==> config.mk <==
export PLATFORM = sky130hd
export DESIGN_NAME = lfsr_crypt_engine
export DESIGN_NICKNAME = d
export VERILOG_FILES = /design/src/rtl/lfsr_crypt_pkg.sv /design/src/rtl/lfsr_crypt_engine_core.sv /design/src/rtl/lfsr_crypt_engine.sv
export SDC_FILE = /design/constraint.sdc
export NUM_CORES = 1
export LEC_CHECK = 0
export CELL_PAD_IN_SITES_DETAIL_PLACEMENT = 0
export CELL_PAD_IN_SITES_GLOBAL_PLACEMENT = 1
export CORE_MARGIN = 2
export CORE_UTILIZATION = 40
export CTS_BUF_LIST = sky130_fd_sc_hd__clkbuf_8
export CTS_CLUSTER_SIZE = 40
export DETAILED_ROUTE_END_ITERATION = 6
export DONT_BUFFER_PORTS = 1
export GPL_TIMING_DRIVEN = 0
export PLACE_DENSITY_LB_ADDON = 0.1
export SYNTH_ARGS = -nofsm -noshare
export SYNTH_HDL_FRONTEND = slang
export SYNTH_SLANG_ARGS = --single-unit
export TNS_END_PERCENT = 50
==> constraint.sdc <==
create_clock -name clk -period 2.8 [get_ports clk]
set_clock_uncertainty 0.15 [all_clocks]
set_input_delay 0.84 -clock clk [delete_from_list [all_inputs] [get_ports clk]]
set_output_delay 0.84 -clock clk [all_outputs]
set_load 0.005 [all_outputs]
==> src/rtl/lfsr_crypt_pkg.sv <==
// ---------------------------------------------------------------------------
// lfsr_crypt_pkg
// Shared definitions for the LFSR stream encryptor:
//   LFSR_W        - LFSR state width
//   DATA_W        - message byte width (one parity/pad bit above the LFSR width)
//   crypt_state_t - job FSM state encoding
//   lfsr_next()   - one Fibonacci step: shift left, feedback = parity of tapped bits
// ---------------------------------------------------------------------------
package lfsr_crypt_pkg;

    localparam int LFSR_W = 7;
    localparam int DATA_W = LFSR_W + 1;

    typedef enum logic [1:0] {
        ST_IDLE = 2'd0,
        ST_RUN  = 2'd1,
        ST_DONE = 2'd2
    } crypt_state_t;

    function automatic logic [LFSR_W-1:0] lfsr_next(
        input logic [LFSR_W-1:0] state,
        input logic [LFSR_W-1:0] taps
    );
        return {state[LFSR_W-2:0], ^(state & taps)};
    endfunction

endpackage

==> src/rtl/lfsr_crypt_engine_core.sv <==
// ---------------------------------------------------------------------------
// lfsr_core
// LFSR state register for the crypt engine.
// Ports:
//   clk      - clock, rising edge
//   rst_n    - asynchronous active-low reset (state clears to 0)
//   load_i   - load seed_i into the state (has priority over step_i)
//   step_i   - advance the state by one Fibonacci step
//   seed_i   - seed value
//   taps_i   - latched tap pattern used for the feedback
//   state_o  - current LFSR state
// ---------------------------------------------------------------------------
module lfsr_core #(
    parameter int LFSR_W = lfsr_crypt_pkg::LFSR_W
) (
    input  logic              clk,
    input  logic              rst_n,
    input  logic              load_i,
    input  logic              step_i,
    input  logic [LFSR_W-1:0] seed_i,
    input  logic [LFSR_W-1:0] taps_i,
    output logic [LFSR_W-1:0] state_o
);
    import lfsr_crypt_pkg::*;

    logic [LFSR_W-1:0] state_q;
    logic [LFSR_W-1:0] state_d;

    always_comb begin
        state_d = state_q;
        if (load_i) begin
            state_d = seed_i;
        end else if (step_i) begin
            state_d = lfsr_next(state_q, taps_i);
        end
    end

    always_ff @(posedge clk or negedge rst_n) begin
        if (!rst_n) begin
            state_q <= '0;
        end else begin
            state_q <= state_d;
        end
    end

    assign state_o = state_q;

endmodule

==> src/rtl/lfsr_crypt_engine.sv <==
// ---------------------------------------------------------------------------
// lfsr_crypt_engine
// Streaming byte encryptor: each plaintext byte is XORed with the current
// 7-bit LFSR state, which then steps once. Results leave through a one-entry
// output register on a valid/ready stream.
// Optional build macro: LFSR_CRYPT_PARITY_EN - when defined, out_data[7]
// carries even parity over out_data[6:0]; otherwise out_data[7] is 0.
// Ports:
//   clk, rst_n            - clock / asynchronous active-low reset
//   start                 - job request, honoured only in IDLE
//   taps, seed, len       - job configuration (taps[7] ignored)
//   in_valid/in_ready/in_data    - plaintext stream
//   out_valid/out_ready/out_data - ciphertext stream
//   busy                  - high outside IDLE
//   done                  - one-cycle end-of-job pulse
//   err                   - sticky zero-taps / zero-seed flag, cleared by start
// ---------------------------------------------------------------------------
module lfsr_crypt_engine #(
    parameter int LFSR_W = lfsr_crypt_pkg::LFSR_W,
    parameter int DATA_W = lfsr_crypt_pkg::DATA_W,
    parameter int LEN_W  = 7
) (
    input  logic              clk,
    input  logic              rst_n,
    input  logic              start,
    input  logic [7:0]        taps,
    input  logic [LFSR_W-1:0] seed,
    input  logic [LEN_W-1:0]  len,
    input  logic              in_valid,
    output logic              in_ready,
    input  logic [DATA_W-1:0] in_data,
    output logic              out_valid,
    input  logic              out_ready,
    output logic [DATA_W-1:0] out_data,
    output logic              busy,
    output logic              done,
    output logic              err
);
    import lfsr_crypt_pkg::*;

    crypt_state_t      state_q;
    logic [LFSR_W-1:0] taps_q;
    logic [LEN_W-1:0]  cnt_q;
    logic              out_valid_q;
    logic [DATA_W-1:0] out_data_q;
    logic              err_q;

    logic [LFSR_W-1:0] lfsr_state;
    logic [LFSR_W-1:0] cipher_lo;
    logic              cipher_msb;
    logic [DATA_W-1:0] cipher_d;
    logic              in_fire;
    logic              out_fire;
    logic              load_seed;

    // Bits above the LFSR width of taps and in_data carry no meaning here.
    logic unused_bits;
    assign unused_bits = ^{taps[7:LFSR_W], in_data[DATA_W-1:LFSR_W]};

    // A new byte may enter while count remains and the output slot is free
    // or being emptied in this same cycle.
    assign in_ready  = (state_q == ST_RUN) && (cnt_q != '0) && (!out_valid_q || out_ready);
    assign in_fire   = in_valid && in_ready;
    assign out_fire  = out_valid_q && out_ready;
    assign load_seed = (state_q == ST_IDLE) && start;

    lfsr_core #(
        .LFSR_W (LFSR_W)
    ) u_core (
        .clk     (clk),
        .rst_n   (rst_n),
        .load_i  (load_seed),
        .step_i  (in_fire),
        .seed_i  (seed),
        .taps_i  (taps_q),
        .state_o (lfsr_state)
    );

    for (genvar gi = 0; gi < LFSR_W; gi++) begin : g_cipher
        assign cipher_lo[gi] = in_data[gi] ^ lfsr_state[gi];
    end

`ifdef LFSR_CRYPT_PARITY_EN
    assign cipher_msb = ^cipher_lo;
`else
    assign cipher_msb = 1'b0;
`endif

    assign cipher_d = {cipher_msb, cipher_lo};

    always_ff @(posedge clk or negedge rst_n) begin
        if (!rst_n) begin
            state_q     <= ST_IDLE;
            taps_q      <= '0;
            cnt_q       <= '0;
            out_valid_q <= 1'b0;
            out_data_q  <= '0;
            err_q       <= 1'b0;
        end else begin
            case (state_q)
                ST_IDLE: begin
                    if (start) begin
                        taps_q <= taps[LFSR_W-1:0];
                        cnt_q  <= len;
                        err_q  <= 1'b0;
                        // Zero taps is the lookup's out-of-range default and a
                        // zero seed never leaves zero: both are refused.
                        if ((taps[LFSR_W-1:0] == '0) || (seed == '0)) begin
                            err_q   <= 1'b1;
                            state_q <= ST_DONE;
                        end else if (len == '0) begin
                            state_q <= ST_DONE;
                        end else begin
                            state_q <= ST_RUN;
                        end
                    end
                end
                ST_RUN: begin
                    if (in_fire) begin
                        out_valid_q <= 1'b1;
                        out_data_q  <= cipher_d;
                        cnt_q       <= cnt_q - LEN_W'(1);
                    end else if (out_fire) begin
                        out_valid_q <= 1'b0;
                    end
                    if ((cnt_q == '0) && (!out_valid_q || out_ready)) begin
                        state_q <= ST_DONE;
                    end
                end
                ST_DONE: begin
                    state_q <= ST_IDLE;
                end
                default: begin
                    state_q <= ST_IDLE;
                end
            endcase
        end
    end

    assign out_valid = out_valid_q;
    assign out_data  = out_data_q;
    assign err       = err_q;
    assign busy      = (state_q != ST_IDLE);
    assign done      = (state_q == ST_DONE);

endmodule

Yosys cells after proc, flatten, opt, wreduce, memory -nomap -nowiden
Index checks and enable logic that the tools add are counted.
{ "totals": {"reg_bits": 32, "latch_bits": 0, "ram_bits": 0, "mem_bits_ro": 0, "output_inout_bits": 13, "mem_count": 0} }
{ "op_classes": {"addsub": 1, "mul": 0, "div": 0, "magnitude_cmp": 0, "eq_ne": 5, "shift": 0, "muxes": 13, "bitwise_logic": 8, "n_reduce_logical": 25} }
{ "ops": {"columns": ["operator", "count"], "rows": [
  ["logical NOT 7 bit", 4],
  ["2-to-1 mux 7 bit", 4],
  ["one-hot mux 7 bit (2 select lines)", 1],
  ["2-to-1 mux 2 bit", 4],
  ["AND reduction 2 bit", 4],
  ["nonzero test 2 bit", 4],
  ["AND 7 bit", 1],
  ["nonzero test 7 bit", 1],
  ["XOR reduction 7 bit", 1],
  ["subtractor 7 x 1 -> 7 bit, second input constant", 1],
  ["bitwise XOR 1 bit", 7],
  ["logical AND 1 bit", 6],
  ["inequality test 2 bit, second input constant", 2],
  ["one-hot mux 2 bit (2 select lines)", 1],
  ["2-to-1 mux 1 bit", 3],
  ["AND reduction 3 bit", 1],
  ["== test 2 x 1 -> 1 bit, second input constant", 1],
  ["== test 2 bit, second input constant", 1],
  ["logical NOT 2 bit", 1],
  ["logical OR 1 bit", 2],
  ["inequality test 2 x 1 -> 1 bit, second input constant", 1],
  ["logical NOT 1 bit", 1]
]} }

Longest topological paths before layout
Gate-level depths: netlist of run 1.
{ "depth": {"word_depth": 6, "ltp_mapped": 8} }

Cells and area by module
A second synthesis of run 1 with hierarchy kept.
{ "hier_totals": {"cells_unflattened": 188, "hier_area_um2": 1721.7} }
{ "modules_own_cells": {"columns": ["mod", "instances", "cells_each", "area_each_um2", "seq_area_each_um2"], "rows": [
  ["lfsr_crypt_engine", 1, 146, 1313.8, 625.6],
  ["lfsr_core", 1, 42, 407.9, 175.2]
]} }

Worst setup path after synthesis of run 1
Ideal clock, no wire load.
{ "synth_path": {"path_type": "input port to output port", "startpoint": "input port out_ready", "endpoint": "output port in_ready", "t_arrival_ns": 1.287, "required_time_ns": 1.810, "path_slack_ns": 0.523, "cell_stages": 2, "cell_sequence": "nor2b_1 > a211oi_4"} }
{ "synth_between": {"elab_chain_cells": 2} }
{ "synth_rtl": {"columns": ["element", "line_no", "rtl"], "rows": [
  ["start: declaration", "lfsr_crypt_engine.sv:33", "input logic out_ready,"],
  ["logical OR 1 bit", "lfsr_crypt_engine.sv:62", "assign in_ready = (state_q == ST_RUN) && (cnt_q != '0) && (!out_valid_q || out_ready);"],
  ["logical AND 1 bit", "lfsr_crypt_engine.sv:62", null],
  ["end: declaration", "lfsr_crypt_engine.sv:30", "output logic in_ready,"]
]} }
No other way between the ends.

Final worst setup path of run 1
{ "layout_path": {"startpoint": "register cnt_q[0]", "endpoint": "output port in_ready"} }
{ "layout_between": {"elab_chain_cells": 3} }
{ "layout_rtl": {"columns": ["element", "line_no", "rtl"], "rows": [
  ["start: declaration", "lfsr_crypt_engine.sv:43", "logic [LEN_W-1:0] cnt_q;"],
  ["start signal: assignment", "lfsr_crypt_engine.sv:104", "cnt_q <= len;"],
  ["start signal: assignment", "lfsr_crypt_engine.sv:122", "cnt_q <= cnt_q - LEN_W'(1);"],
  ["nonzero test 7 bit", "lfsr_crypt_engine.sv:62", null],
  ["logical AND 1 bit (2 in series)", "lfsr_crypt_engine.sv:62", null]
]} }
No other way between the ends.

==> run summary, run 1 <==
The number of standard-cell rows in the floorplan came out at 23. The first global-routing pass estimated 6451 um of wire. After Yosys synthesis, and, or, nand and nor cells account for 26.17% of the synthesized area.

Summing the areas of all fa, ha and maj instances in the mapped netlist gives 0.7331% of the synthesized area. In the routed design, unresolved DRC markers number 0. The tree is rooted in a clkbuf_8.

Derived from the worst setup path, the maximum achievable clock frequency is 374.2 MHz. The final critical path takes up 95.45% of the cycle. STA puts the critical path data arrival time at 1.68 ns.

The maximum fanout encountered on the critical timing path is 9. In this run the static leakage power is 0.8135 nW. The total of hold buffers inserted after clock tree synthesis is 0. The critical path's slowest cell is a211oi_4. The growth of design area from synthesis to finish was 8.944%.

TritonCTS built the clock tree. Traced cell by cell, the critical path runs through inv_1 > ha_1 > nor4b_2 > a211oi_4. Counting along the longest clock path gives a buffer depth of 2.

Setup repair after global routing left no endpoint under its margin. The parity-gate share of the synthesized area counting xor and xnor cells was 7.258%; the CTS H-tree depth was 2. The die height is 69.32 um. HPWL after detailed placement: 2956 um.

The total count of max-transition violations in the final report is 0, and the total congestion overflow after global routing is 0. In this run, the number of DRC markers left after iteration 0 of detailed routing was 62. Counting every instance in the synthesized netlist gives 185. The number of buffer cells added on primary ports works out to 0. The category of the most critical setup path is register to primary output. The final net count is 228, and the flip-flop and latch count after synthesis is 32. The slew at the pin closest to its max-slew limit came out at 0.6122 ns. The total negative setup slack was 0 ns; the final count of hold timing violations was 0. The most used flip-flop cell after synthesis is dfrtp_1.

The post-detailed-route via-to-cell ratio is 5.502. Total I/O pin count: 48. The total via count in the routed design was 1337; the share of the synthesized area in compound gates (AO/OA/AOI/OAI) was 14.37%.

Counting I/O delays and the setup requirement, the final critical path takes 2.672 ns. The tools report the final-report setup violation count as 0. The logs give 0.7859 for the routability congestion estimate from global placement and 1321 for the via count of the first global-routing pass. The share of post-route cells with drive strength above 1 was 9.326%; the starting density of the core was 42.06%.

Counting every net in the synthesized netlist gives 221. The clock-pin transition on the worst setup and hold timing paths was 0.07 ns; the number of antenna violations at the first check in global routing was 0. Max-cap violations in this run came to 0. Total power draw: 2.002 mW. The antenna diode count came out at 0. The synthesized netlist contains 42 unique library cells. For this design the ratio of total power to cell area is 1077 nW/um2.

Buffers inserted during clock tree synthesis total 5. In the global route stage, overall resource usage came out at 16.98%. STA classifies the critical path endpoint as a primary output. In this run the remaining antenna-violating nets after routing total 0. The tightest min-delay check is of the input port to asynchronous set/reset pin type. The run finished with clean final reports. The area inside the core boundary was 4058 um2; the critical path data required time was 1.81 ns. Number of synthesized flops with an enable pin: 0. After synthesis, the share of flip-flops with an asynchronous set or reset is 100.0%. The top cell types in the final layout, fill and taps aside, are nand2_1 (50), dfrtp_1 (32), nand3_1 (18).

In this run the post-CTS setup repair buffer count came out at 0. The post-CTS resize count was 0. Die extent in x: 69.32 um. After synthesis, the largest family of logic cells by area is simple AND/OR/NAND/NOR gates.

The first detailed-routing pass ran for 4 iterations. The run gives 0.28 ns as the clock latency reported for the late side of the worst-skew pair. The mean routed wirelength per cell was 16.09 um; the multiplexer share of the synthesized area was 0.5865%.

Summed over all layers, the routed wires come to 3911 um. The run gives 0.3615 mV as the maximum vdd ir drop. The cell area that synthesis handed to floorplanning was 1707 um2.

The clock drives 32 sinks. The commonest non-fill, non-tap cell in the layout was nand2_1. A synthesized cell averages 9.225 um2. The worst register-to-register path has a depth of 7. Cells fill 45.82% of the core in the end. The element type at the critical path start was a register.

For the proportion of synthesized chip area in sequential cells, the log shows 46.92%. The tools report the total die area as 4805 um2. Yosys printed 0 warnings. Worst-case headroom to the max-slew limit: 59.01%. Entering global routing, the biggest net connects 33 pins. The delay of the slowest cell on the worst path works out to 0.53 ns.
-- critical path, delay by kind of cell, from the launching register on --
kind	cells	cell delay, ns
buffers and inverters	1	0.07
AND/OR/NAND/NOR	1	0.20
flip-flops	1	0.34
AO/OA/AOI/OAI	1	0.53
adder cells (fa/ha/maj)	1	0.25
-- synthesized netlist by cell type, drive strengths merged, types with 2 or more instances --
| cell type | count | area, um2 |
|---|---|---|
| o2bb2a | 3 | 30.03 |
| nor3 | 3 | 15.01 |
| xnor3 | 2 | 45.04 |
| nand3 | 18 | 90.09 |
| o22ai | 4 | 25.02 |
| buf | 5 | 45.04 |
| or4 | 2 | 15.01 |
| nor2 | 7 | 26.28 |
| dfrtp | 32 | 800.8 |
| clkbuf | 3 | 11.26 |
| a21oi | 8 | 51.30 |
| o21ai | 12 | 60.05 |
| nand2 | 51 | 198.9 |
| inv | 2 | 7.510 |
| nor4 | 2 | 12.51 |
| xnor2 | 8 | 70.07 |
| nor2b | 3 | 18.77 |
-- metal layers --
layer	global-route usage [%]	share of wire [%]	vias up
met3	6.395	6.3	6
met5	0	0	-
li1	-	-	653
met1	22.73	47	632
met4	4.575	0.87	0
met2	25.85	46	46
-- state kept, by name (all words and copies together) (netlist names) --
name and count:
cnt_q 7, err 1, out_data 7, out_valid 1, state_q 2, taps_q 7
u_core.state_o 7
-- final cells by class --
cell class / count / area (um2)
Buffer: 8 / 56.30
Clock inverter: 2 / 7.507
Fill cell: 392 / 2198
Tap cell: 50 / 62.56
Inverter: 2 / 7.507
Sequential cell: 32 / 800.8
Multi-Input combinational cell: 143 / 842.1
Clock buffer: 6 / 82.58
-- worst paths after layout --
kind	slack (ns)	from	end
min reg2reg	0.33	taps_q[1]$_DFFE_PN0P_	taps_q[1]$_DFFE_PN0P_
min	0.1	rst_n	cnt_q[2]$_DFFE_PN0P_
min in group clk	0.33	taps_q[1]$_DFFE_PN0P_	taps_q[1]$_DFFE_PN0P_
max in group asynchronous	2.32	rst_n	out_valid$_DFFE_PN0P_
max	0.13	cnt_q[0]$_DFFE_PN0P_	in_ready
max reg2reg	0.55	cnt_q[0]$_DFFE_PN0P_	cnt_q[2]$_DFFE_PN0P_
-- power breakdown --
group          switching (mW)  leakage [nW]  internal, mW
clock                   0.166        0.0538         0.193
sequential              0.188         0.388         0.667
combinational           0.404         0.372         0.383
total                   0.758         0.813          1.24
-- through the flow --
stage | area [um2] | cells | setup slack, ns | hold WS, ns
after global placement | 1769 | 235 | 0.3635 | 0.3117
after detailed placement | 1769 | 235 | 0.3618 | 0.3207
after global routing | 1859 | 243 | 0.05563 | 0.07583
after floorplan | 1707 | 185 | 0.5234 | 0.2955
after CTS | 1859 | 243 | 0.1310 | 0.08583
final | 1859 | 243 | 0.1275 | 0.09585
-- cells by family (layout without fill, tap and decap cells) --
| family | count (synthesis) | count (layout) |
|---|---|---|
| simple gates | 94 | 94 |
| compound gates | 35 | 35 |
| flops | 32 | 32 |
| xor+xnor | 11 | 11 |
| buf+inv | 10 | 18 |
| fa+ha+maj | 1 | 1 |
| other cells | 1 | 1 |
| mux | 1 | 1 |
Note: power is estimated with default switching activity, not from simulation.
==> run 2: changes to the inputs <==
Settings changed: CORE_UTILIZATION 40 to 48, MAX_ROUTING_LAYER set to met4, SYNTH_HIERARCHICAL set to 1.
==> run 2 against run 1 <==
First-iteration DRC count decreased by 23%. Hold slack got worse by 0.012 ns. Clock power grew 25%. Largest power group is now combinational logic. Synthesized cell count grew 1.6%. Highest routed layer unchanged. Sequential cell count is the same. Critical path depth is 2 higher.
==> run summary, run 2 <==
The total negative setup slack was 0 ns (unchanged). The worst setup path is launched from a register. The flow ran to the end, and the final reports show no timing, DRC or antenna violations.

The run gives 242 (-0.41%) as the post-route non-filler standard cell count. The run gives 38 (-9.5%) as the count of cell types in the netlist. In this run the critical register-to-register path is captured at u_core/state_o[6]$_DFFE_PN0P_. Among all cell types in the netlist, the one instantiated most often is nand2_1. For the routability congestion estimate from global placement, the log shows 0.8462 (+7.7%). In the post-synthesis netlist, the biggest area contributors are dfrtp_1 (47%), nand2_1 (9.4%), a21oi_1 (6.4%).

The antenna diode count was 0 (unchanged); the global-route wire length before repair was 6527 um (+1.2%). Setup repair after global routing left no endpoint under its margin. The placement-stage cell area is 1779 um2 (+0.57%). The detailed-route DRC error count is 0 (unchanged), and the total number of yosys warnings is 6 (+6). TritonCTS built the clock tree. The growth of design area from synthesis to finish is 11.34%, and the arrival time of the worst setup path is 1.73 ns (+0.05 ns). The buffer type at the clock tree root is clkbuf_8. The commonest non-fill, non-tap cell in the layout was nand2_1. For the maximum vdd ir drop, the log shows 0.5567 mV (+54%). The post-synthesis net count is 224 (+1.4%), and the die extent in x is 63.89 um (-7.8%).

The number of synthesized flops with an enable pin is 0 (unchanged), and the total congestion overflow after global routing is 0 (unchanged). The total wire length after detailed routing came out at 3881 um (-0.77%). The top-area cell type share of the netlist area is 46.51% (-0.41 points).

The run gives 367.9 MHz (-1.7%) as the fmax. The worst-case headroom to the max-slew limit is 57.85% (-1.2 points). Clock tree buffer depth: 2 (unchanged).

The power density of the placed cells came out at 1199 nW/um2 (+11%). The shortest clock period the worst path allows after layout is 2.718 ns (+0.04568 ns). The flip-flop and latch count after synthesis was 32 (unchanged).

The critical path data required time is 1.81 ns (about the same), and the count of TritonRoute iterations in the first routing pass is 5 (+1). The synthesized area per cell is 9.158 um2 (-0.73%), and the fraction of the cycle the final worst path needs is 97.08% (+1.6 points). For the total count of max-transition violations in the final report, the log shows 0 (unchanged). After synthesis, the most frequently instantiated cells are nand2_1 (43), dfrtp_1 (32), a21oi_1 (22). The maximum fanout encountered on the critical timing path was 9 (unchanged); the filler cell count in the final layout was 324 (-17%). The worst setup path is captured at a primary output.

The biggest area contributor in the post-synthesis netlist is dfrtp_1. The slew at the pin closest to its max-slew limit came out at 0.6323 ns (+0.02009 ns). Proportion of synthesized chip area in sequential cells: 46.51% (-0.41 points).

The die height was 63.89 um (-7.8%). Startpoint of the worst-slack reg-to-reg timing path: state_q[0]$_DFFE_PN0P_. For this run, the leading register cell type out of synthesis is dfrtp_1.

The clock-pin transition on the worst setup and hold timing paths was 0.07 ns (about the same); the post-synthesis instance area was 1722 um2 (+0.88%). For the leakage power total, the log shows 0.8176 nW (+0.51%). Path type of the worst min-delay path: input port to asynchronous set/reset pin. For the clock sink count, the log shows 32 (unchanged). The CTS H-tree depth is 2 (unchanged), and the post-CTS setup buffer count is 0 (unchanged).

The number of buffer cells added on primary ports was 0 (unchanged); the post-route antenna net violation count was 0 (unchanged). The number of antenna violations at the first check in global routing was 0 (unchanged); the number of placed instances, taps included was 234 (-0.43%). The run gives 50.79% (+8.7 points) as the starting density of the core. For the via count of the first global-routing pass, the log shows 1387 (+5.0%). The logs give 0.29 ns (about the same) for the clock latency reported for the late side of the worst-skew pair and 231 (+1.3%) for the final net count.

Number of violations of the max-capacitance limit: 0 (unchanged). The post-detailed-route via-to-cell ratio is 5.756 (+4.6%), and the share of synthesized flip-flops with an asynchronous set or reset is 100.0% (unchanged). The slack of the worst reg-to-reg path came out at 0.39 ns (-0.16 ns). The logs give 0 (unchanged) for the final count of hold timing violations and 1393 (+4.2%) for the total via count in the routed design. The tools report the final-report setup violation count as 0 (unchanged).

For the CTS buffer count, the log shows 5 (unchanged). The library cells used most frequently in the layout, excluding fill and tap cells, are nand2_1 (43), dfrtp_1 (32), a21oi_1 (22). The global router's overall resource usage was 21.60% (+4.6 points); the HPWL after detailed placement was 2823 um (-4.5%). The initial DRC count came out at 48 (-23%). The tools report the post-route cell area as 1917 um2 (+3.1%). The run gives 3390 um2 (-16%) as the area inside the core boundary.

The total die area is 4082 um2 (-15%), and the gate count after technology mapping is 188 (+1.6%). The category of the most critical setup path was register to primary output. The run gives 48 (unchanged) as the total I/O pin count. The depth of the most critical reg-to-reg path works out to 7 (unchanged). The share of post-route cells with drive strength above 1 is 8.673% (-0.65 points). The number of standard-cell rows in the floorplan is 21 (-8.7%). The mean routed wirelength per cell is 16.04 um (-0.36%), and the pin count of the biggest net entering global routing is 33 (unchanged).
[run 2: cell count changes in the layout (fill, tap and decap cells not counted), sizes merged, moves of 2 or more]
cell	previous run	this run
a21oi	8	23
and3	0	2
mux2i	1	7
nand2	51	43
nand2b	1	4
nand3	18	4
nor4	2	4
o211ai	0	3
o21ai	12	9
o221ai	0	4
o22ai	4	0
o2bb2a	3	0
[run 2: kinds of logic after synthesis]
family	after synthesis	synth area share, %
flops	32	46.51
simple gates	76	20.93
compound gates	46	16.50
fa+ha+maj	1	0.7266
other cells	1	0.2178
mux	7	4.070
xor+xnor	11	7.195
buf+inv	14	3.852
[run 2: stage by stage]
| step | setup slack (ns) | power [mW] | utilization, % | hold WS, ns |
|---|---|---|---|---|
| after floorplan | 0.4123 | 1.594 | - | 0.2955 |
| after global placement | 0.04074 | 1.762 | 52.49 | 0.3150 |
| after detailed placement | 0.01807 | 1.807 | 52.49 | 0.3182 |
| after CTS | 0.03396 | 2.273 | 56.00 | 0.08000 |
| after global routing | 0.002827 | 2.476 | 56.55 | 0.07364 |
| final | 0.08185 | 2.298 | 56.55 | 0.08340 |
[run 2: where the power goes]
group	switching, mW	internal [mW]	leakage [nW]
sequential	0.222	0.687	0.383
combinational	0.492	0.450	0.381
clock	0.185	0.263	0.0541
total	0.898	1.40	0.818
[run 2: timing repair]
item,4_1_cts,5_1_grt
gates resized for setup,1,3
pin swaps,0,1
endpoints found under the setup margin,1,1
hold buffers,0,0
[run 2: layout make-up]
type                    instances  area [um2]  area share [%]
plain buffers                  10       51.30           2.676
clock buffers                   5       68.82           3.590
clock inverters                 3       42.54           2.219
inverters                       4       15.01          0.7833
multi-input cells             142       880.8           45.95
flip-flops and latches         32       800.8           41.78
well taps                      46       57.56           3.003
[run 2: how the worst max path moves through the flow]
| stage | slack (ns) | depth (start not counted) | start | endpoint |
|---|---|---|---|---|
| after floorplan | 0.41 | 7 | out_ready | u_core/state_o[2]$_DFFE_PN0P_ |
| after global placement | 0.04 | 7 | out_ready | u_core/state_o[3]$_DFFE_PN0P_ |
| after detailed placement | 0.02 | 7 | out_ready | u_core/state_o[2]$_DFFE_PN0P_ |
| after CTS | 0.03 | 6 | cnt_q[0]$_DFFE_PN0P_ | in_ready |
| after global routing | 0.003 | 6 | cnt_q[1]$_DFFE_PN0P_ | in_ready |
| final | 0.08 | 6 | cnt_q[0]$_DFFE_PN0P_ | in_ready |
[run 2: per-layer routing]
layer	vias to the layer above	GRT usage [%]	share of wire [%]
met1	654	28.69	46
met5	-	-	0
li1	668	-	-
met2	64	30.47	43
met3	7	5.986	8.8
met4	0	10.33	1.9
[run 2: critical path, stage by stage (launching register included)]
cell	delay (ns)
dfrtp_1	0.40
inv_1	0.11
ha_4	0.16
nand2b_4	0.08
or3b_1	0.38
buf_6	0.16
and3_1	0.16
